==> src/rtl/cpu_pkg.sv <==
// Shared CPU package: global CPU defines plus the rotate unit's op and FSM enums.
package cpu_pkg;

    // Native datapath width of the CPU.
    localparam int CPU_XLEN = 32;

    // Rotate operation encoding, matching the 2-bit op port.
    typedef enum logic [1:0] {
        OP_ROL = 2'd0,
        OP_ROR = 2'd1,
        OP_RCL = 2'd2,
        OP_RCR = 2'd3
    } rot_op_e;

    // Rotate unit sequencer states.
    typedef enum logic [1:0] {
        ST_IDLE = 2'd0,
        ST_RUN  = 2'd1,
        ST_DONE = 2'd2
    } rot_state_e;

endpackage : cpu_pkg

==> src/rtl/rotate_step.sv <==
// Combinational rotate of one RUN step: rotates data (and carry for RCL/RCR)
// by i_step bits, where i_step is at most STEP_MAX.
module rotate_step
    import cpu_pkg::*;
#(
    parameter int WIDTH    = 32,
    parameter int AMT_W    = 5,
    parameter int STEP_MAX = 1
) (
    input  rot_op_e            i_op,
    input  logic [WIDTH-1:0]   i_data,
    input  logic               i_carry,
    input  logic [AMT_W-1:0]   i_step,
    output logic [WIDTH-1:0]   o_data,
    output logic               o_carry
);

    logic [WIDTH-1:0] w_d;
    logic             w_c;

    // Apply up to STEP_MAX single-bit rotations; positions beyond i_step pass through.
    always_comb begin
        // NOTE: blocking assignments here are intentional - each loop pass
        // must see the value produced by the previous pass.
        w_d = i_data;
        w_c = i_carry;
        for (int i = 0; i < STEP_MAX; i++) begin
            if (i < int'(i_step)) begin
                case (i_op)
                    OP_ROL: begin
                        w_d = {w_d[WIDTH-2:0], w_d[WIDTH-1]};
                        w_c = w_d[0];
                    end
                    OP_ROR: begin
                        w_d = {w_d[0], w_d[WIDTH-1:1]};
                        w_c = w_d[WIDTH-1];
                    end
                    // The carry is the extra MSB of a (WIDTH+1)-bit ring.
                    OP_RCL:  {w_c, w_d} = {w_d, w_c};
                    default: {w_c, w_d} = {w_d[0], w_c, w_d[WIDTH-1:1]};
                endcase
            end
        end
        o_data  = w_d;
        o_carry = w_c;
    end

endmodule : rotate_step

==> src/rtl/rotate_unit.sv <==
// Multi-cycle rotate unit (ROL/ROR/RCL/RCR) with IDLE/RUN/DONE sequencer.
// Define ROTATE_UNIT_MULTI_STEP_EN to rotate up to 4 bits per cycle instead of 1;
// results are identical in both builds, only latency changes.
module rotate_unit
    import cpu_pkg::*;
#(
    parameter int WIDTH = 32,
    parameter int AMT_W = 5
) (
    input  logic               clk,
    input  logic               rst_n,
    input  logic               enable,
    input  logic               start,
    input  logic [1:0]         op,
    input  logic [WIDTH-1:0]   operand_a,
    input  logic [AMT_W-1:0]   amount,
    input  logic               carry_in,
    output logic               busy,
    output logic               done,
    output logic [WIDTH-1:0]   result,
    output logic               carry_out
);

`ifdef ROTATE_UNIT_MULTI_STEP_EN
    localparam int STEP_MAX = 4;
`else
    localparam int STEP_MAX = 1;
`endif

    rot_state_e         r_state;
    rot_state_e         w_state_next;
    rot_op_e            r_op;
    logic [WIDTH-1:0]   r_data;
    logic               r_carry;
    logic [AMT_W-1:0]   r_remaining;
    logic [WIDTH-1:0]   r_result;
    logic               r_carry_out;

    logic               w_accept;
    logic               w_last;
    logic [AMT_W-1:0]   w_step;
    logic [WIDTH-1:0]   w_step_data;
    logic               w_step_carry;

    // Bits to rotate this cycle: the smaller of what is left and STEP_MAX.
    assign w_step = (r_remaining > AMT_W'(STEP_MAX)) ? AMT_W'(STEP_MAX) : r_remaining;

    rotate_step #(
        .WIDTH    (WIDTH),
        .AMT_W    (AMT_W),
        .STEP_MAX (STEP_MAX)
    ) u_step (
        .i_op    (r_op),
        .i_data  (r_data),
        .i_carry (r_carry),
        .i_step  (w_step),
        .o_data  (w_step_data),
        .o_carry (w_step_carry)
    );

    // Next-state logic: accept start in IDLE/DONE, count down in RUN; enable low freezes everything.
    always_comb begin
        w_state_next = r_state;
        w_accept     = 1'b0;
        w_last       = 1'b0;
        if (enable) begin
            case (r_state)
                ST_IDLE, ST_DONE: begin
                    if (start) begin
                        w_accept     = 1'b1;
                        w_state_next = (amount == '0) ? ST_DONE : ST_RUN;
                    end else if (r_state == ST_DONE) begin
                        w_state_next = ST_IDLE;
                    end
                end
                ST_RUN: begin
                    w_last = (w_step == r_remaining);
                    if (w_last) begin
                        w_state_next = ST_DONE;
                    end
                end
                default: w_state_next = ST_IDLE;
            endcase
        end
    end

    // State register; reset aborts any operation in flight.
    always_ff @(posedge clk or negedge rst_n) begin
        // NOTE: sequential state uses non-blocking assignments so every
        // register samples pre-edge values regardless of block ordering.
        if (!rst_n) begin
            r_state <= ST_IDLE;
        end else begin
            r_state <= w_state_next;
        end
    end

    // Operand capture, per-step rotation and result latch.
    always_ff @(posedge clk or negedge rst_n) begin
        if (!rst_n) begin
            r_op        <= OP_ROL;
            r_data      <= '0;
            r_carry     <= 1'b0;
            r_remaining <= '0;
            r_result    <= '0;
            r_carry_out <= 1'b0;
        end else if (enable) begin
            if (w_accept) begin
                r_op        <= rot_op_e'(op);
                r_data      <= operand_a;
                r_carry     <= carry_in;
                r_remaining <= amount;
                if (amount == '0) begin
                    r_result    <= operand_a;
                    r_carry_out <= carry_in;
                end
            end else if (r_state == ST_RUN) begin
                r_data      <= w_step_data;
                r_carry     <= w_step_carry;
                // Saturating decrement: the counter never wraps below zero.
                r_remaining <= (r_remaining >= w_step) ? (r_remaining - w_step) : '0;
                if (w_last) begin
                    r_result    <= w_step_data;
                    r_carry_out <= w_step_carry;
                end
            end
        end
    end

    assign busy      = (r_state == ST_RUN);
    assign done      = (r_state == ST_DONE);
    assign result    = r_result;
    assign carry_out = r_carry_out;

endmodule : rotate_unit
==> config.mk <==
export PLATFORM = sky130hd
export DESIGN_NAME = rotate_unit
export DESIGN_NICKNAME = d
export VERILOG_FILES = /design/src/rtl/cpu_pkg.sv /design/src/rtl/rotate_step.sv /design/src/rtl/rotate_unit.sv
export SDC_FILE = /design/constraint.sdc
export NUM_CORES = 1
export LEC_CHECK = 0
export BUFFER_PORTS_ARGS = -buffer_cell sky130_fd_sc_hd__clkbuf_2
export CAP_MARGIN = 20
export CORE_MARGIN = 3
export CORE_UTILIZATION = 55
export CTS_CLUSTER_SIZE = 25
export DETAILED_ROUTE_END_ITERATION = 7
export HOLD_SLACK_MARGIN = 0.06
export MAX_ROUTING_LAYER = met4
export PLACE_DENSITY_LB_ADDON = 0.1
export SLEW_MARGIN = 20
export SYNTH_ARGS = -nofsm -noshare
export SYNTH_HDL_FRONTEND = slang
export SYNTH_SLANG_ARGS = --single-unit
==> constraint.sdc <==
create_clock -name clk -period 3.34 [get_ports clk]
set_clock_uncertainty 0.1 [all_clocks]
set_input_delay 0.167 -clock clk [delete_from_list [all_inputs] [get_ports clk]]
set_output_delay 0.167 -clock clk [all_outputs]
set_load 0.01 [all_outputs]
==> results of run 1 <==
## per-layer routing
layer	vias to the layer above	track usage	share of wire
met3	11	0.0389	0.044
li1	1827	-	-
met2	133	0.431	0.49
met1	1820	0.355	0.46
met4	0	0.0942	0.013
met5	-	-	0
## path summary, 6_finish.rpt
path | startpoint | to | cells after the start
min reg2reg | result[31] | result[31] | 1
max in group asynchronous | rst_n | r_op[0] | 2
max | r_remaining[3] | result[25] | 10
min in group asynchronous | rst_n | r_data[2] | 2
min | operand_a[0] | r_data[0] | 3
max reg2reg | r_remaining[3] | result[25] | 10
## sequential cells by signal, summed over array words and instances, names as in the netlist
signal	flops
carry_out	1
r_data	32
result	32
r_carry	1
r_op	2
r_remaining	5
r_state	2
## cells in the mapped netlist (2+ instances only)
| master | n |
|---|---|
| a21oi_1 | 34 |
| dfrtp_1 | 75 |
| clkbuf_1 | 23 |
| mux2i_1 | 33 |
| o211ai_1 | 33 |
| a31oi_1 | 62 |
| nor2_1 | 37 |
| nand2_1 | 44 |
| or2_2 | 2 |
| and3b_1 | 2 |
| nor2b_1 | 2 |
| inv_1 | 2 |
| o21ai_0 | 31 |
| o21ai_1 | 8 |
| nor3_1 | 4 |
| buf_6 | 3 |
| buf_2 | 14 |
| o2bb2ai_1 | 2 |
| nand3b_1 | 3 |
| a221o_1 | 3 |
## where the power goes
part           internal [mW]  switching (mW)
registers               1.34           0.476
clock network          0.382           0.310
logic                  0.996            1.26
total                   2.72            2.04
## repair_timing
item | 4_1_cts | 5_1_grt
endpoints found under the hold margin | 145 | 0
setup buffers | 0 | 0
hold buffers | 40 | 0
## worst min-delay path: stages
cell and delay (ps):
clkbuf_2 80, nor2_1 130, o31ai_1 90
## cells in the final DEF, fill, tap and decap left out, types with 4 or more instances in the layout
master | netlist | final
clkbuf_2 | 0 | 77
dfrtp_1 | 75 | 74
a31oi_1 | 62 | 62
nand2_1 | 44 | 43
dlygate4sd3_1 | 0 | 40
nor2_1 | 37 | 37
a21oi_1 | 34 | 34
mux2i_1 | 33 | 33
o211ai_1 | 33 | 33
o21ai_0 | 31 | 31
clkbuf_8 | 0 | 11
buf_4 | 0 | 10
o21ai_1 | 8 | 8
nor3_1 | 4 | 4
## cell families after synthesis
| kind of cell | Yosys count | share of synthesized area |
|---|---|---|
| flip-flops | 75 | 0.471 |
| multiplexers | 33 | 0.0828 |
| AND/OR/NAND/NOR | 102 | 0.114 |
| buffers and inverters | 42 | 0.0496 |
| AO/OA/AOI/OAI | 181 | 0.279 |
| adder cells (fa/ha/maj) | 1 | 0.00314 |
## area by class of cell
cell class,instances,area share
timing repair buffer,128,0.176
sequential,75,0.376
multi-input combinational,317,0.384
inverter,2,0.00150
tap,96,0.0240
clock inverter,2,0.00701
clock buffer,13,0.0318
==> flow_summary.ini, run 1 <==
[timing]
period_needed_ps = 2890
hold_viol = 0
slew_violations = 0
maxSlewHeadroom = 0.350
hold_slack_ps = 71.1
setup_viol = 0
worst_pin_slew_ps = 974
setup_tns_ps = 0
setup_slack_ps = 454
grt_setup_unrepaired = no
max_freq_mhz = 347
finalCritPeriodShare = 0.864

[clock_network]
clock-root-buffer = clkbuf_8
clk_pin_slew_ps = 70
clkLatencyLatePin_ps = 340
post_cts_resized = 0
cts_tree = done
clockBufferDepth = 2
cts_buffers = 9
htreeDepth = 3
cts_sinks = 75

[synthesis]
yosys.area.top_type = dfrtp_1
synthArstFlopShare = 1.00
synthFlopType = dfrtp_1
synth_cell_types = 37
synth_edf_count = 0
ys_ff_latch = 75
ys_seq_area_frac = 0.471
yosys-top-cells-area = dfrtp_1 (47%), a31oi_1 (9.7%), mux2i_1 (8.3%)
syn_area_um2 = 3990
syn_inst = 434
synth_top_area_frac = 0.471
synth_area_per_cell_um2 = 9.19
synth_nets = 479
yosys_warnings = 0

[pwr]
ir_drop_mv = 0.624
power_per_cell_area_nw_per_um2 = 954
p_leak_nw = 2.07
finalPower_mw = 4.77

[cells_and_area]
seq_area_um2 = 1880
final-instance-count-excl-fill = 633
syn_to_final_growth_pct = 25.3
num_antenna_cells = 0
multiInputGateArea_um2 = 1920
nNetsFinal = 578
post-route-util = 0.724
layout-drive-gt1-share = 0.199
design_area_um2 = 5000
fill_cells = 550

[floorplanning]
rows = 30
io_pins = 79
die_w_um = 91.2
die_h_um = 91.2
die-area_um2 = 8310
start_util = 0.578
core_um2 = 6910

[grt]
grt_max_degree = 76
antenna_found_initial = 0
grt_remaining_overflow = 0
grt_pass1_vias = 3672
grt_usage = 0.270
grt_pass1_wl_um = 17800

[critical_path]
critPathTopFamily = simple AND/OR/NAND/NOR gates
crit_path_end_kind = flip-flop
required_ps = 3440
cp_max_fo = 17
cp.arrival_ps = 2980
worst_setup_path_start_kind = flip-flop
critPathKind = reg -> reg
worstPathCellList = or2_2, nor3_1, or2_2, ha_1, nor4b_2, a32o_1, buf_4, and2_1, buf_4, a31oi_1
slowest_stage = dfrtp_1
rrSetupSlack_ps = 450
crit_buf_inv = 2
cp_slowest_stage_delay_ps = 450

[route]
dr.pass1.iters = 5
wl_per_cell_um = 16.5
wl_um = 10400
drt-initial-drc-count = 267
via_per_inst = 5.99
drt.antenna.violating_nets = 0
drc = 0
routed-via-count = 3791

[run_status]
status = finished, final reports clean

[placement]
hpwl_um = 6600
placedInstanceArea_um2 = 4400
dp_slack_ps = 519
dp_cells = 578
port_buffers = 78
gp_congestion = 0.837

[hold_path]
worst_hold_path_type = in -> reg

[flow_run]
drv_cap = 0
Note: power is estimated with default switching activity, not from simulation.
==> run 2: changes to the inputs <==
--- a/config.mk
+++ b/config.mk
@@ -12,8 +12,7 @@
 export CTS_CLUSTER_SIZE = 25
 export DETAILED_ROUTE_END_ITERATION = 7
 export HOLD_SLACK_MARGIN = 0.06
-export MAX_ROUTING_LAYER = met4
-export PLACE_DENSITY_LB_ADDON = 0.1
+export PLACE_DENSITY = 0.8
 export SLEW_MARGIN = 20
 export SYNTH_ARGS = -nofsm -noshare
 export SYNTH_HDL_FRONTEND = slang
==> flow_summary.ini, run 2 (synthesis results as in run 1) <==
[run_status]
status = finished, final reports clean

[cells_and_area]
syn_to_final_growth_pct = 25.9
post-route-util = 0.727
final_cell_mix = clkbuf_2 (77), dfrtp_1 (74), a31oi_1 (62)
nNetsFinal = 579
num_antenna_cells = 0
final_common_cell = clkbuf_2
layout-drive-gt1-share = 0.203
fill_cells = 552
design_area_um2 = 5020

[timing]
maxSlewHeadroom = 0.349
period_needed_ps = 2980
finalCritPeriodShare = 0.892
grt_setup_unrepaired = no
setup_tns_ps = 0
hold_viol = 0
setup_viol = 0
hold_slack_ps = 74.4
max_freq_mhz = 336
worst_pin_slew_ps = 976
slew_violations = 0

[clock_network]
htreeDepth = 3
cts_buffers = 9
clkLatencyLatePin_ps = 340
clockBufferDepth = 2
cts_sinks = 75
cts_tree = done
clk_pin_slew_ps = 70
post_cts_resized = 0
clock-root-buffer = clkbuf_8

[critical_path]
r2r-end = result[7]
path_common_cell = or2_2
slowest_stage = and2_1
cp.arrival_ps = 3090
r2r-start = r_remaining[4]
worst_setup_path_start_kind = flip-flop
crit_path_end_kind = flip-flop
cp_slowest_stage_delay_ps = 460
rrSetupSlack_ps = 360
cp_max_fo = 12
required_ps = 3450
reg2reg_depth = 9
worstPathCellList = or2_2, nor3_1, or2_2, ha_1, nor4b_2, a32o_1, and2_1, buf_4, a31oi_1
critPathKind = reg -> reg

[pwr]
power_per_cell_area_nw_per_um2 = 967
p_leak_nw = 2.08
finalPower_mw = 4.86
ir_drop_mv = 0.706

[route]
dr.pass1.iters = 5
routed-via-count = 3920
drt-initial-drc-count = 380
via_per_inst = 6.18
wl_per_cell_um = 16.8
drt.antenna.violating_nets = 0
drc = 0
wl_um = 10700

[floorplanning]
io_pins = 79
start_util = 0.578
die_w_um = 91.2
rows = 30
die_h_um = 91.2
die-area_um2 = 8310
core_um2 = 6910

[placement]
placedInstanceArea_um2 = 4410
hpwl_um = 6690
port_buffers = 78
gp_congestion = 0.965

[hold_path]
worst_hold_path_type = in -> reg
hold_start = operand_a[31]
whs_path_depth = 3
worstHoldEndpoint = result[31]

[grt]
grt_pass1_vias = 3723
grt_remaining_overflow = 0
grt_usage = 0.266
antenna_found_initial = 0
grt_max_degree = 76
grt_pass1_wl_um = 18200

[flow_run]
drv_cap = 0
==> run 2: routing by layer <==
metal | track usage | routed length [um] | vias to the layer above | part of all wire
met5 | 0 | 0 | - | 0
met4 | 0.0930 | 218 | 0 | 0.020
met3 | 0.0340 | 696 | 25 | 0.065
met2 | 0.422 | 5010 | 175 | 0.47
met1 | 0.377 | 4740 | 1886 | 0.44
li1 | - | - | 1834 | -
==> run 2: timing repair <==
action | CTS | global route
hold endpoints to repair | 145 | 0
endpoints found under the setup margin | 0 | 0
buffers inserted | 0 | 0
hold buffers | 40 | 0
==> run 2: final cells by class <==
type	count	area, um^2	area share
Multi-Input combinational cell	317	1920	0.382
Sequential cell	75	1880	0.374
Timing Repair Buffer	129	888	0.177
Clock buffer	14	183	0.0364
Tap cell	96	120	0.0239
Clock inverter	1	30.0	0.00598
Inverter	2	7.51	0.00149
==> run 2: stage by stage <==
step	std cells	worst slack, ps
2_1_floorplan	434	907
3_3_place_gp	579	617
3_5_place_dp	579	465
4_1_cts	634	443
5_1_grt	634	171
6_report	634	360
==> run 2: worst max-delay path by stage <==
stage              startpoint          to  slack [ps]  cells past startpoint
2_1_floorplan  r_remaining[4]  result[10]         910                     11
3_3_place_gp   r_remaining[4]   result[8]         620                      9
3_5_place_dp   r_remaining[4]   result[7]         470                      9
4_1_cts        r_remaining[4]   result[7]         440                      9
5_1_grt        r_remaining[4]   result[7]         170                      9
6_report       r_remaining[4]   result[7]         360                      9
==> run 2: worst max-delay path: cells and delay by family, from the launching register on <==
kind	cells	cell delay, ps
simple gates	5	1480
flops	1	430
compound gates	2	340
buf+inv	1	280
fa+ha+maj	1	200
==> run 2: power by group <==
part	internal (mW)	total (mW)	switching (mW)
sequential	1.34	1.82	0.480
combinational	1.00	2.29	1.29
clock	0.424	0.739	0.315
total	2.77	4.86	2.09
==> run 3: changes to the inputs <==
--- a/config.mk
+++ b/config.mk
@@ -12,7 +12,7 @@
 export CTS_CLUSTER_SIZE = 25
 export DETAILED_ROUTE_END_ITERATION = 7
 export HOLD_SLACK_MARGIN = 0.06
-export PLACE_DENSITY = 0.8
+export PLACE_DENSITY = 0.79
 export SLEW_MARGIN = 20
 export SYNTH_ARGS = -nofsm -noshare
 export SYNTH_HDL_FRONTEND = slang
==> flow_summary.ini, run 3 (synthesis results as in run 1) <==
[grt]
grt_pass1_vias = 3790
grt_pass1_wl_um = 18100
grt_max_degree = 76
antenna_found_initial = 0
grt_remaining_overflow = 0
grt_usage = 0.268

[timing]
setup_viol = 0
grt_setup_unrepaired = no
hold_viol = 0
maxSlewHeadroom = 0.353
worst_pin_slew_ps = 971
max_freq_mhz = 353
period_needed_ps = 2830
slew_violations = 0
finalCritPeriodShare = 0.849
setup_tns_ps = 0

[pwr]
seq_power_share = 0.388
switchingPower_mw = 2.08
combPwrFrac = 0.484
swShare = 0.443
p_int_mw = 2.61
ir_drop_mv = 0.547
power_per_cell_area_nw_per_um2 = 945
p_leak_nw = 2.05
clock_power_share = 0.127

[critical_path]
critPathKind = reg -> reg
cp_max_fo = 12
cp.arrival_ps = 2950
crit_start = r_remaining[4]
required_ps = 3450
r2r-start = r_remaining[4]
crit_path_end_kind = flip-flop
worst_setup_path_start_kind = flip-flop

[cells_and_area]
nNetsFinal = 579
post-route-util = 0.718
final-instance-count-excl-fill = 634
syn_to_final_growth_pct = 24.4
layout-drive-gt1-share = 0.199
design_area_um2 = 4960
num_antenna_cells = 0
final_common_cell = clkbuf_2
final_cell_mix = clkbuf_2 (77), dfrtp_1 (74), a31oi_1 (62)

[clock_network]
cts_tree = done
htreeDepth = 3
clockBufferDepth = 2
clk_pin_slew_ps = 70
cts_sinks = 75
clkLatencyLatePin_ps = 350
cts_buffers = 9
clock-root-buffer = clkbuf_8
cts_setup_buffers = 0

[placement]
port_buffers = 78
hpwl_um = 6680
dp_cells = 578
placedInstanceArea_um2 = 4390
gp_congestion = 0.857

[floorplanning]
die-area_um2 = 8310
core_um2 = 6910
start_util = 0.578
io_pins = 79
die_h_um = 91.2
rows = 30
die_w_um = 91.2

[hold_path]
hold_start = enable
worst_hold_path_type = in -> reg

[route]
wl_per_cell_um = 16.8
dr.pass1.iters = 5
drc = 0
wl_um = 10600
drt-initial-drc-count = 393
routed-via-count = 3862
via_per_inst = 6.09
drt.antenna.violating_nets = 0

[run_status]
status = finished, final reports clean

[flow_run]
drv_cap = 0
[run 3: changes by cell type in the layout (fill, tap and decap cells not counted), sizes merged]
| cell | before | now |
|---|---|---|
| buf | 12 | 11 |
| clkbuf | 91 | 89 |
| bufinv | 1 | 0 |
| dlygate4sd3 | 40 | 41 |
| clkinv | 0 | 3 |
[run 3: cell type report]
cell class / count / area [um^2]
timing repair buffer: 129 / 878
fill: 553 / 1950
multi-input combinational: 317 / 1920
sequential: 75 / 1880
tap: 96 / 120
clock inverter: 3 / 15.0
clock buffer: 12 / 145
inverter: 2 / 7.51
[run 3: path summary, 6_finish.rpt]
path,endpoint,slack (ps),depth (start not counted)
min,result[10],290,3
min in group asynchronous,r_data[3],400,2
max reg2reg,result[6],510,9
min reg2reg,result[31],420,1
max in group asynchronous,r_op[0],2090,2
max,result[6],510,9
[run 3: layer usage]
layer | track usage | vias up | share of wire
met4 | 0.138 | 0 | 0.030
met5 | 0 | - | 0
met1 | 0.350 | 1847 | 0.44
met2 | 0.433 | 160 | 0.47
li1 | - | 1829 | -
met3 | 0.0398 | 26 | 0.058
[run 3: worst max-delay path: stages, from the launching register on]
cell	delay, ps
dfrtp_1	430
or2_2	320
nor3_1	250
or2_2	170
ha_1	210
nor4b_2	250
a32o_1	210
and2_1	400
buf_4	260
a31oi_1	100
[run 3: through the flow]
step | power, mW | setup slack (ps) | hold slack [ps]
6_report | 4.69 | 505 | 287
5_1_grt | 5.07 | 269 | 319
4_1_cts | 4.68 | 542 | 275
3_5_place_dp | 4.03 | 548 | 271
3_3_place_gp | 3.95 | 644 | 263
2_1_floorplan | 3.36 | 907 | -229
[run 3: power groups by stage]
| stage | registers, mW | logic (mW) | clock network, mW |
|---|---|---|---|
| final | 1.82 | 2.27 | 0.596 |
| after CTS | 1.81 | 2.26 | 0.611 |
| after global placement | 1.80 | 2.15 | 0 |
| after detailed placement | 1.82 | 2.22 | 0 |
| after floorplan | 1.74 | 1.62 | 0 |
| after global routing | 1.89 | 2.54 | 0.648 |
[run 3: repair_timing]
action	in CTS	in global routing
resized for setup	0	0
hold buffers	41	0
hold endpoints to repair	146	0
